<file path="src/rtl/mem_access_ctrl_if.sv">
// mem_access_ctrl_if: pipeline-side and memory-side signals of the memory-stage
// access controller. The master modport is the controller; the slave modport
// is the environment (pipeline + data memory) driving it.
interface mem_access_ctrl_if #(
    parameter int DATA_W = 32,
    parameter int ADDR_W = 32
);
    localparam int STRB_W = DATA_W / 8;

    // Pipeline request side
    logic              in_valid;
    logic              in_ready;
    logic              in_we;
    logic [1:0]        in_size;
    logic              in_sign;
    logic [ADDR_W-1:0] alu_result;
    logic [DATA_W-1:0] rt_reg_content;

    // Data memory side
    logic              mem_req;
    logic              mem_gnt;
    logic              mem_we;
    logic [ADDR_W-1:0] mem_addr;
    logic [STRB_W-1:0] mem_wstrb;
    logic [DATA_W-1:0] mem_wdata;
    logic              mem_rvalid;
    logic [DATA_W-1:0] mem_rdata;

    // Writeback side
    logic              out_valid;
    logic              out_ready;
    logic [DATA_W-1:0] out_rdata;
    logic              out_err;

    modport master (
        input  in_valid, in_we, in_size, in_sign, alu_result, rt_reg_content,
        input  mem_gnt, mem_rvalid, mem_rdata,
        input  out_ready,
        output in_ready,
        output mem_req, mem_we, mem_addr, mem_wstrb, mem_wdata,
        output out_valid, out_rdata, out_err
    );

    modport slave (
        output in_valid, in_we, in_size, in_sign, alu_result, rt_reg_content,
        output mem_gnt, mem_rvalid, mem_rdata,
        output out_ready,
        input  in_ready,
        input  mem_req, mem_we, mem_addr, mem_wstrb, mem_wdata,
        input  out_valid, out_rdata, out_err
    );
endinterface

</file>
<file path="src/rtl/mem_access_ctrl.sv">
// mem_access_ctrl: registered, handshaked memory-stage access controller.
// Latches an effective address and store data, issues one sized, byte-strobed
// request to data memory, waits (bounded by MAX_WAIT) for the response and
// returns sign/zero-extended load data or an error to writeback.
// Optional feature macro: MEM_UNALIGNED_TRAP_EN -- when defined, misaligned
// accesses complete immediately with out_err=1 instead of being force-aligned.
module mem_access_ctrl #(
    parameter int DATA_W   = 32,
    parameter int ADDR_W   = 32,
    parameter int MAX_WAIT = 15
) (
    input  logic              clk,
    input  logic              resetn,
    mem_access_ctrl_if.master bus
);
    localparam int STRB_W = DATA_W / 8;
    localparam int OFF_W  = $clog2(STRB_W);

    typedef enum logic [1:0] {S_IDLE, S_REQ, S_RESP, S_DONE} state_t;

    state_t            r_state;
    state_t            w_state_nxt;
    logic [7:0]        r_cnt;
    logic              r_we;
    logic              r_sign;
    logic [1:0]        r_size;
    logic [OFF_W-1:0]  r_off;
    logic              r_mem_we;
    logic [ADDR_W-1:0] r_mem_addr;
    logic [STRB_W-1:0] r_mem_wstrb;
    logic [DATA_W-1:0] r_mem_wdata;
    logic [DATA_W-1:0] r_out_rdata;
    logic              r_out_err;

    logic [OFF_W-1:0]  w_off_raw;
    logic [OFF_W-1:0]  w_align_mask;
    logic [OFF_W-1:0]  w_off;
    logic              w_size_ok;
    logic              w_misaligned;
    logic              w_accept;
    logic              w_timeout;

    // Byte-lane strobe: (1 << 2^size) - 1 shifted up to the lane offset.
    function automatic logic [STRB_W-1:0] f_strb(input logic [1:0] size, input logic [OFF_W-1:0] off);
        logic [15:0] w_m;
        case (size)
            2'd0:    w_m = 16'h0001;
            2'd1:    w_m = 16'h0003;
            2'd2:    w_m = 16'h000F;
            default: w_m = 16'h00FF;
        endcase
        return STRB_W'(w_m << off);
    endfunction

    // Replicate the low 2^size bytes of the store data across every lane.
    function automatic logic [DATA_W-1:0] f_wdata(input logic [DATA_W-1:0] rt, input logic [1:0] size);
        logic [DATA_W-1:0] w_d;
        int                w_nb;
        w_nb = 1 << size;
        w_d  = '0;
        for (int i = 0; i < STRB_W; i++) begin
            w_d[8*i +: 8] = rt[8*(i & (w_nb - 1)) +: 8];
        end
        return w_d;
    endfunction

    // Right-justify the addressed lanes of the beat, then sign/zero-extend.
    function automatic logic [DATA_W-1:0] f_extend(input logic [DATA_W-1:0] rdata, input logic [OFF_W-1:0] off,
                                                   input logic [1:0] size, input logic sign);
        logic [DATA_W-1:0] w_sh;
        logic              w_ext;
        int                w_bits;
        w_sh   = rdata >> {off, 3'b000};
        w_bits = 8 << size;
        case (size)
            2'd0:    w_ext = sign & w_sh[7];
            2'd1:    w_ext = sign & w_sh[15];
            2'd2:    w_ext = sign & w_sh[31];
            default: w_ext = sign & w_sh[DATA_W-1];
        endcase
        for (int j = 0; j < DATA_W; j++) begin
            if (j >= w_bits) w_sh[j] = w_ext;
        end
        return w_sh;
    endfunction

    // Accept-time decode: lane offset, size legality and alignment policy.
    always_comb begin
        w_off_raw    = bus.alu_result[OFF_W-1:0];
        w_align_mask = OFF_W'((4'b0001 << bus.in_size) - 4'b0001);
        w_size_ok    = (bus.in_size != 2'd3) || (DATA_W == 64);
`ifdef MEM_UNALIGNED_TRAP_EN
        w_misaligned = |(w_off_raw & w_align_mask);
        w_off        = w_off_raw;
`else
        w_misaligned = 1'b0;
        w_off        = w_off_raw & ~w_align_mask;
`endif
    end

    // FSM state register.
    always_ff @(posedge clk) begin
        // NOTE: clocked state uses non-blocking assignments so every register
        // samples pre-edge values regardless of block evaluation order.
        if (!resetn) r_state <= S_IDLE;
        else         r_state <= w_state_nxt;
    end

    // FSM next-state and handshake outputs.
    always_comb begin
        // NOTE: every output gets a default first so no path leaves it
        // unassigned, which would otherwise infer a latch.
        w_state_nxt   = r_state;
        w_accept      = 1'b0;
        w_timeout     = 1'b0;
        bus.in_ready  = 1'b0;
        bus.mem_req   = 1'b0;
        bus.out_valid = 1'b0;
        case (r_state)
            S_IDLE: begin
                bus.in_ready = 1'b1;
                if (bus.in_valid) begin
                    w_accept    = 1'b1;
                    w_state_nxt = (w_size_ok && !w_misaligned) ? S_REQ : S_DONE;
                end
            end
            S_REQ: begin
                bus.mem_req = 1'b1;
                if (bus.mem_gnt) w_state_nxt = S_RESP;
            end
            S_RESP: begin
                if (bus.mem_rvalid) begin
                    w_state_nxt = S_DONE;
                end else if (r_cnt == 8'(MAX_WAIT - 1)) begin
                    w_timeout   = 1'b1;
                    w_state_nxt = S_DONE;
                end
            end
            S_DONE: begin
                bus.out_valid = 1'b1;
                if (bus.out_ready) w_state_nxt = S_IDLE;
            end
            default: w_state_nxt = S_IDLE;
        endcase
    end

    // Datapath: latch the access, build the request, capture the result.
    always_ff @(posedge clk) begin
        if (!resetn) begin
            r_cnt       <= '0;
            r_we        <= 1'b0;
            r_sign      <= 1'b0;
            r_size      <= '0;
            r_off       <= '0;
            r_mem_we    <= 1'b0;
            r_mem_addr  <= '0;
            r_mem_wstrb <= '0;
            r_mem_wdata <= '0;
            r_out_rdata <= '0;
            r_out_err   <= 1'b0;
        end else begin
            case (r_state)
                S_IDLE: begin
                    if (w_accept) begin
                        r_we        <= bus.in_we;
                        r_sign      <= bus.in_sign;
                        r_size      <= bus.in_size;
                        r_off       <= w_off;
                        r_out_rdata <= '0;
                        r_out_err   <= !w_size_ok || w_misaligned;
                        if (w_size_ok && !w_misaligned) begin
                            r_mem_we    <= bus.in_we;
                            r_mem_addr  <= {bus.alu_result[ADDR_W-1:OFF_W], {OFF_W{1'b0}}};
                            r_mem_wstrb <= f_strb(bus.in_size, w_off);
                            r_mem_wdata <= bus.in_we ? f_wdata(bus.rt_reg_content, bus.in_size) : '0;
                        end
                    end
                end
                S_REQ: begin
                    if (bus.mem_gnt) r_cnt <= '0;
                end
                S_RESP: begin
                    if (bus.mem_rvalid) begin
                        r_out_rdata <= r_we ? '0 : f_extend(bus.mem_rdata, r_off, r_size, r_sign);
                        r_out_err   <= 1'b0;
                    end else begin
                        r_cnt <= r_cnt + 8'd1;
                        if (w_timeout) begin
                            r_out_rdata <= '0;
                            r_out_err   <= 1'b1;
                        end
                    end
                end
                default: ;
            endcase
        end
    end

    assign bus.mem_we    = r_mem_we;
    assign bus.mem_addr  = r_mem_addr;
    assign bus.mem_wstrb = r_mem_wstrb;
    assign bus.mem_wdata = r_mem_wdata;
    assign bus.out_rdata = r_out_rdata;
    assign bus.out_err   = r_out_err;
endmodule

</file>
<file path="src/flat_wrapper.sv">
// flat-port wrapper written by rule: the top's interface ports become plain ports
module mem_access_ctrl_flat 
#(
    parameter int DATA_W   = 32,
    parameter int ADDR_W   = 32,
    parameter int MAX_WAIT = 15
)
  (clk, resetn, bus_in_valid, bus_in_we, bus_in_size, bus_in_sign, bus_alu_result, bus_rt_reg_content, bus_mem_gnt, bus_mem_rvalid, bus_mem_rdata, bus_out_ready, bus_in_ready, bus_mem_req, bus_mem_we, bus_mem_addr, bus_mem_wstrb, bus_mem_wdata, bus_out_valid, bus_out_rdata, bus_out_err);
  mem_access_ctrl_if #(.DATA_W(DATA_W), .ADDR_W(ADDR_W)) bus_i ();
  input  logic clk;
  input  logic resetn;
  input wire logic [$bits(bus_i.in_valid)-1:0] bus_in_valid;
  input wire logic [$bits(bus_i.in_we)-1:0] bus_in_we;
  input wire logic [$bits(bus_i.in_size)-1:0] bus_in_size;
  input wire logic [$bits(bus_i.in_sign)-1:0] bus_in_sign;
  input wire logic [$bits(bus_i.alu_result)-1:0] bus_alu_result;
  input wire logic [$bits(bus_i.rt_reg_content)-1:0] bus_rt_reg_content;
  input wire logic [$bits(bus_i.mem_gnt)-1:0] bus_mem_gnt;
  input wire logic [$bits(bus_i.mem_rvalid)-1:0] bus_mem_rvalid;
  input wire logic [$bits(bus_i.mem_rdata)-1:0] bus_mem_rdata;
  input wire logic [$bits(bus_i.out_ready)-1:0] bus_out_ready;
  output wire logic [$bits(bus_i.in_ready)-1:0] bus_in_ready;
  output wire logic [$bits(bus_i.mem_req)-1:0] bus_mem_req;
  output wire logic [$bits(bus_i.mem_we)-1:0] bus_mem_we;
  output wire logic [$bits(bus_i.mem_addr)-1:0] bus_mem_addr;
  output wire logic [$bits(bus_i.mem_wstrb)-1:0] bus_mem_wstrb;
  output wire logic [$bits(bus_i.mem_wdata)-1:0] bus_mem_wdata;
  output wire logic [$bits(bus_i.out_valid)-1:0] bus_out_valid;
  output wire logic [$bits(bus_i.out_rdata)-1:0] bus_out_rdata;
  output wire logic [$bits(bus_i.out_err)-1:0] bus_out_err;
  assign bus_i.in_valid = bus_in_valid;
  assign bus_i.in_we = bus_in_we;
  assign bus_i.in_size = bus_in_size;
  assign bus_i.in_sign = bus_in_sign;
  assign bus_i.alu_result = bus_alu_result;
  assign bus_i.rt_reg_content = bus_rt_reg_content;
  assign bus_i.mem_gnt = bus_mem_gnt;
  assign bus_i.mem_rvalid = bus_mem_rvalid;
  assign bus_i.mem_rdata = bus_mem_rdata;
  assign bus_i.out_ready = bus_out_ready;
  assign bus_in_ready = bus_i.in_ready;
  assign bus_mem_req = bus_i.mem_req;
  assign bus_mem_we = bus_i.mem_we;
  assign bus_mem_addr = bus_i.mem_addr;
  assign bus_mem_wstrb = bus_i.mem_wstrb;
  assign bus_mem_wdata = bus_i.mem_wdata;
  assign bus_out_valid = bus_i.out_valid;
  assign bus_out_rdata = bus_i.out_rdata;
  assign bus_out_err = bus_i.out_err;
  mem_access_ctrl #(.DATA_W(DATA_W), .ADDR_W(ADDR_W), .MAX_WAIT(MAX_WAIT)) u_core (.clk(clk), .resetn(resetn), .bus(bus_i));
endmodule
</file>
<file path="config.mk">
export PLATFORM = sky130hd
export DESIGN_NAME = mem_access_ctrl_flat
export DESIGN_NICKNAME = d
export VERILOG_FILES = /design/src/rtl/mem_access_ctrl_if.sv /design/src/rtl/mem_access_ctrl.sv /design/src/flat_wrapper.sv
export SDC_FILE = /design/constraint.sdc
export NUM_CORES = 1
export LEC_CHECK = 0
export ABC_CLOCK_PERIOD_IN_PS = 3600
export CORE_ASPECT_RATIO = 1.4
export CORE_UTILIZATION = 47
export DETAILED_ROUTE_END_ITERATION = 8
export PLACE_DENSITY = 0.95
export SYNTH_ARGS = -nofsm -noshare
export SYNTH_HDL_FRONTEND = slang
export SYNTH_SLANG_ARGS = --single-unit
</file>
<file path="constraint.sdc">
create_clock -name clk -period 3.6 [get_ports clk]
set_clock_uncertainty 0.15 [all_clocks]
set_input_delay 0.9 -clock clk [delete_from_list [all_inputs] [get_ports clk]]
set_output_delay 0.9 -clock clk [all_outputs]
set_load 0.01 [all_outputs]
</file>
[Yosys cells after proc, flatten, opt, wreduce, memory -nomap -nowiden]
Cells that the tools add are included.
Word-level totals
  flip-flop bits (word level): 116
  latch bits: 0
  RAM bits: 0
  bits in read-only memories: 0
  bits of input ports: 106
  output and inout port bits: 105
  logic and storage cells: 152
  memories: 0
Operators by class
  add/subtract/negate cells: 3
  $mul: 0
  divide/modulo/power cells: 0
  $lt $le $gt $ge: 32
  equal/unequal tests: 15
  shift operators: 8
  multiplexer cells: 66
  bitwise operators: 5
  reduce and logical (&&, ||, !) cells: 11
Operators with widths (number)
  $ge 6x32->1 const A: 16
  $ge 5x32->1 const A: 8
  $mux 32: 5
  $ge 4x32->1 const A: 4
  $ge 3x32->1 const A: 2
  $mux 16: 4
  $pmux 32 s2: 1
  $shiftx 32x6->8: 2
  $mux 1: 43
  $ge 1x32->1 const A: 1
  $ge 2x32->1 const A: 1
  $shiftx 32x5->8: 1
  $shl 4x2->32 const A: 1
  $shr 32x5->32: 1
  $pmux 8 s3: 1
  $mux 8: 2
  $pmux 8 s2: 1
  $shl 16x2->4: 1
  $mux 2: 6
  $ne 2x2->1 const B: 5
  $reduce_and 3->1: 3
  $add 8x1->8 const B: 1
  $eq 8x4->1 const B: 1
  $pmux 2 s4: 1
  16 further kinds: 28

[Logic depth before layout (Yosys ltp)]
  depth in word-level cells: 7
  mapped depth: 8
  depth with buffers taken out: 6

[Worst setup path after synthesis]
No wires, ideal clock.
  path type: input to register
  from: input port bus_in_size[0]
  to: register u_core.r_mem_wdata[10], in the netlist u_core.bus.mem_wdata[10]
  library setup time: 0.128 ns
  arrival time: 1.898 ns
  data required time: 3.322 ns
  slack: 1.424 ns
  stages: 5
  path buffers: 1
  cell sequence: nor2_1 clkbuf_1 mux2_2 a22oi_1 nor2_1
Between the ends
  longest elaborated chain between the ends: 4
  elaborated cells between the ends (all ways): 6
  those cells by class: 1 x add/sub; 1 x eq/ne; 2 x shift; 1 x mux; 1 x reduce/logical
RTL lines
  start, declared: RTL line flat_wrapper.sv:14  | input wire logic [$bits(bus_i.in_size)-1:0] bus_in_size;
  $shl 1x2->2: RTL line mem_access_ctrl.sv:59  | w_nb = 1 << size;
  $sub 2x2->2
  $shiftx 32x5->8: RTL line mem_access_ctrl.sv:62  | w_d[8*i +: 8] = rt[8*(i & (w_nb - 1)) +: 8];
  $mux 32: RTL line mem_access_ctrl.sv:175  | r_mem_wdata <= bus.in_we ? f_wdata(bus.rt_reg_content, bus.in_size) : '0;
  end signal, assigned: RTL line mem_access_ctrl.sv:175
  end, declared: RTL line mem_access_ctrl.sv:31  | logic [DATA_W-1:0] r_mem_wdata;
Several ways; a longest one is shown, not always the timed one.
A chain may end at the register's enable or synchronous reset.

[Worst setup path after layout]
  from: register u_core.r_state[0]
  to: output port bus_in_ready
Between the ends
  longest elaborated chain between the ends: 2
RTL lines
  start, declared: RTL line mem_access_ctrl.sv:21  | state_t r_state;
  start signal, assigned: RTL line mem_access_ctrl.sv:106  | else r_state <= w_state_nxt;
  $logic_not 2->1: RTL line mem_access_ctrl.sv:119  | case (r_state)
  $mux 1: RTL line mem_access_ctrl.sv:119
  end, declared: RTL line flat_wrapper.sv:22  | output wire logic [$bits(bus_i.in_ready)-1:0] bus_in_ready;
No other way between the ends.

==> reports/results.tsv <==
stage	metric	value	unit
detailed_routing	vias	5536	
global_routing	antenna_found_initial	0	
setup_path	worstSetupPathType	flop to primary output	
power_and_ir_drop	finalPower	4.609	mW
floorplan	die_w	92.71	um
floorplan	die_h	129.0	um
clocking	cts.clk_slew.worst_paths	0.06	ns
power_and_ir_drop	ir_worst_vdd	0.0004309	V
power_and_ir_drop	p_leak	2.908	nW
clocking	numClockSinks	116	
detailed_routing	first_iter_violations	307	
floorplan	dieArea	11960	sq um
logic_synthesis	async_flop_share	0	%
setup_path	critPathBufInv	2	
placed_design	gp_congestion	0.9028	
sta	worst_slew_pin_slew	0.8774	ns
setup_path	critPathSlowestCell	clkdlybuf4s50_1	
logic_synthesis	synth_area_leaders	dfxtp_1 (43%), nand2_1 (8.0%), a21oi_1 (6.7%), mux2_2 (5.2%), mux2i_1 (5.2%)	
global_routing	grt_max_degree	66	
sta	period_minus_slack	2.977	ns
setup_path	crit_path_start_kind	flop	
sta	rsz0062_at_grt	no	
logic_synthesis	synth.distinct_cells	52	
detailed_routing	drc	0	
floorplan	io_pins	211	
clocking	cts-root-buf	clkbuf_16	
clocking	insertion_delay	0.41	ns
clocking	cts_tree	yes	
setup_path	cpLargestDelayFamily	buffers and inverters	
global_routing	grt_pass1_wl	26140	um
setup_path	crit_fanout	11	
logic_synthesis	yosys_warnings	0	
placed_design	numPortBuffers	208	
clocking	cts_buffer_depth	2	
final_layout	fill_cells	842	
logic_synthesis	synthTopCellsByCount	dfxtp_1 (116), nand2_1 (115), a21oi_1 (73)	
detailed_routing	vias_per_cell	5.609	
logic_synthesis	synth_flop_cell	dfxtp_1	
detailed_routing	dr.pass1.iters	5	
sta	relSlewSlack	41.29	%
floorplan	rows	46	
setup_path	arrival	1.93	ns
global_routing	grt_usage	27.96	%
global_routing	grt-ovfl-total	0	
clocking	ctsResizeCount	0	
setup_path	worstReg2RegStart	u_core.r_state[0]$_SDFFE_PN0P_	
setup_path	cp-startpoint	u_core.r_state[0]$_SDFFE_PN0P_	
sta	drv_slew	0	
detailed_routing	wl	17080	um
hold_path	hp-class	flop to flop	
sta	final_hold_viol_count	0	
run_status	status	completed	
logic_synthesis	yosys.area.top_type	dfxtp_1	
setup_path	worstPathRequired	2.55	ns
clocking	cts_setup_buffers	0	
sta	period_share	82.69	%
logic_synthesis	syn_avg_cell_area	8.473	sq um
clocking	cts_buffers	17	
placed_design	dp_hpwl	11720	um
logic_synthesis	yosysMostFrequentCell	dfxtp_1	
logic_synthesis	yosysTopAreaCellShare	42.89	%
hold_path	holdCritStartpoint	u_core.bus.mem_wdata[0]$_SDFFE_PN0P_	
logic_synthesis	netlist_instances	639	
sta	fin_setup_tns	0	ns
global_routing	grt_pass1_vias	5254	
job	max_cap_violations	0	
setup_path	critical_path.cell_chain	inv_1, ha_1, clkdlybuf4s50_1	
final_layout	area_delta_synth_final	51.26	%
final_layout	fin_nets	942	
logic_synthesis	synth_seq_area_share	42.89	%
final_layout	n_antenna_cell	0	
clocking	cts.htree.levels	4	
detailed_routing	ant_nets	0	
logic_synthesis	synth-edff-count	0	
detailed_routing	wire_per_inst	17.31	um
sta	fmax	335.9	MHz
sta	setup_viol	0	
logic_synthesis	synth_seq_cells	116	
setup_path	cpPeakStageDelay	0.62	ns
logic_synthesis	syn_area	5414	sq um
setup_path	endpoint_kind	primary output	
final_layout	layout-drive-gt1-share	10.32	%
clocking	cts_hold_buffers	0	
floorplan	coreArea	11280	sq um
power_and_ir_drop	p_per_area	562.9	nW/um^2
floorplan	initial_core_util	47.99	%
logic make-up after synthesis:
group / Yosys count / synth area share, %
muxes: 54 / 10.79
AOI/OAI and AO/OA: 182 / 20.71
xor gates and xnor gates: 7 / 1.132
adders and majority gates: 6 / 1.387
DFF: 116 / 42.89
buffers and inverters: 63 / 5.362
and+or+nand+nor: 210 / 17.66
other: 1 / 0.06927
routing by layer:
layer	wire, um	up-vias	GRT usage (%)
li1	-	2642	-
met1	6335	2604	30.06
met2	8987	245	50.11
met3	1179	45	7.565
met4	578	0	14.12
met5	0	-	0
metrics by stage:
step	setup slack (ns)	util, %	hold slack [ns]	cells	cell area (sq um)
CTS	0.6084	72.59	0.2999	987	8189
detailed placement	0.4895	67.10	0.2934	955	7570
finish	0.6232	72.59	0.3001	987	8189
floorplan	1.424	-	0.3082	640	5418
global route	0.5499	72.59	0.3171	987	8189
global placement	0.5641	67.10	0.2876	955	7570
worst reg2reg max path, stage by stage (launching register included):
cell and delay, ns:
dfxtp_1 0.35, inv_1 0.11, ha_1 0.44, nor2b_4 0.33, nor2_2 0.14, a21oi_2 0.66, a22o_1 0.29
final cells by class:
| class | instances | area (sq um) | share of cell area [%] |
|---|---|---|---|
| clock buffers | 18 | 439.2 | 5.363 |
| flip-flops and latches | 116 | 2322 | 28.36 |
| repair buffers | 220 | 2197 | 26.83 |
| multi-input cells | 461 | 2818 | 34.41 |
| clock inverters | 14 | 180.2 | 2.200 |
| inverters | 14 | 52.55 | 0.6417 |
| well taps | 144 | 180.2 | 2.200 |
state kept, by name (all words and copies together) (netlist names):
name	flops
u_core.bus.mem_addr	30
u_core.r_off	2
u_core.bus.mem_we	1
u_core.r_sign	1
u_core.r_size	2
u_core.r_we	1
u_core.r_state	2
u_core.bus.mem_wdata	32
u_core.bus.out_err	1
u_core.bus.out_rdata	32
u_core.r_cnt	8
u_core.bus.mem_wstrb	4
placed cells by master (no fill, tap or decap), types with 3 or more instances in the layout:
master	synthesis	layout
clkdlybuf4s50_1	0	208
dfxtp_1	116	116
nand2_1	115	115
a21oi_1	73	73
o21ai_0	44	44
nor2_1	32	31
mux2i_1	28	28
mux2_2	25	25
nand3_1	23	22
a22oi_1	18	18
clkbuf_16	0	17
inv_1	13	13
nand4_1	12	12
buf_4	4	10
o211ai_1	8	8
o22ai_1	8	8
a22o_1	8	8
a32o_1	8	8
ha_1	6	6
and2_1	5	5
clkinvlp_4	0	5
clkinv_4	0	5
nor2b_1	4	4
xnor2_1	4	4
xor2_1	3	3
nor3_1	3	3
bufinv_16	0	3
worst paths after layout:
kind         slack [ns]                                     to  cells after the start
max                0.62                           bus_in_ready                      3
min                0.30   u_core.bus.mem_wdata[0]$_SDFFE_PN0P_                      2
max reg2reg        1.09  u_core.bus.out_rdata[10]$_SDFFE_PN0P_                      6
min reg2reg        0.30   u_core.bus.mem_wdata[0]$_SDFFE_PN0P_                      2
where the power goes:
group / leakage [nW] / internal (mW) / total [mW] / switching (mW)
sequential: 0.942 / 1.41 / 1.51 / 0.0962
clock: 0.285 / 1.11 / 1.75 / 0.633
combinational: 1.68 / 0.599 / 1.35 / 0.754
total: 2.91 / 3.13 / 4.61 / 1.48
(Power assumes the default switching activity.)
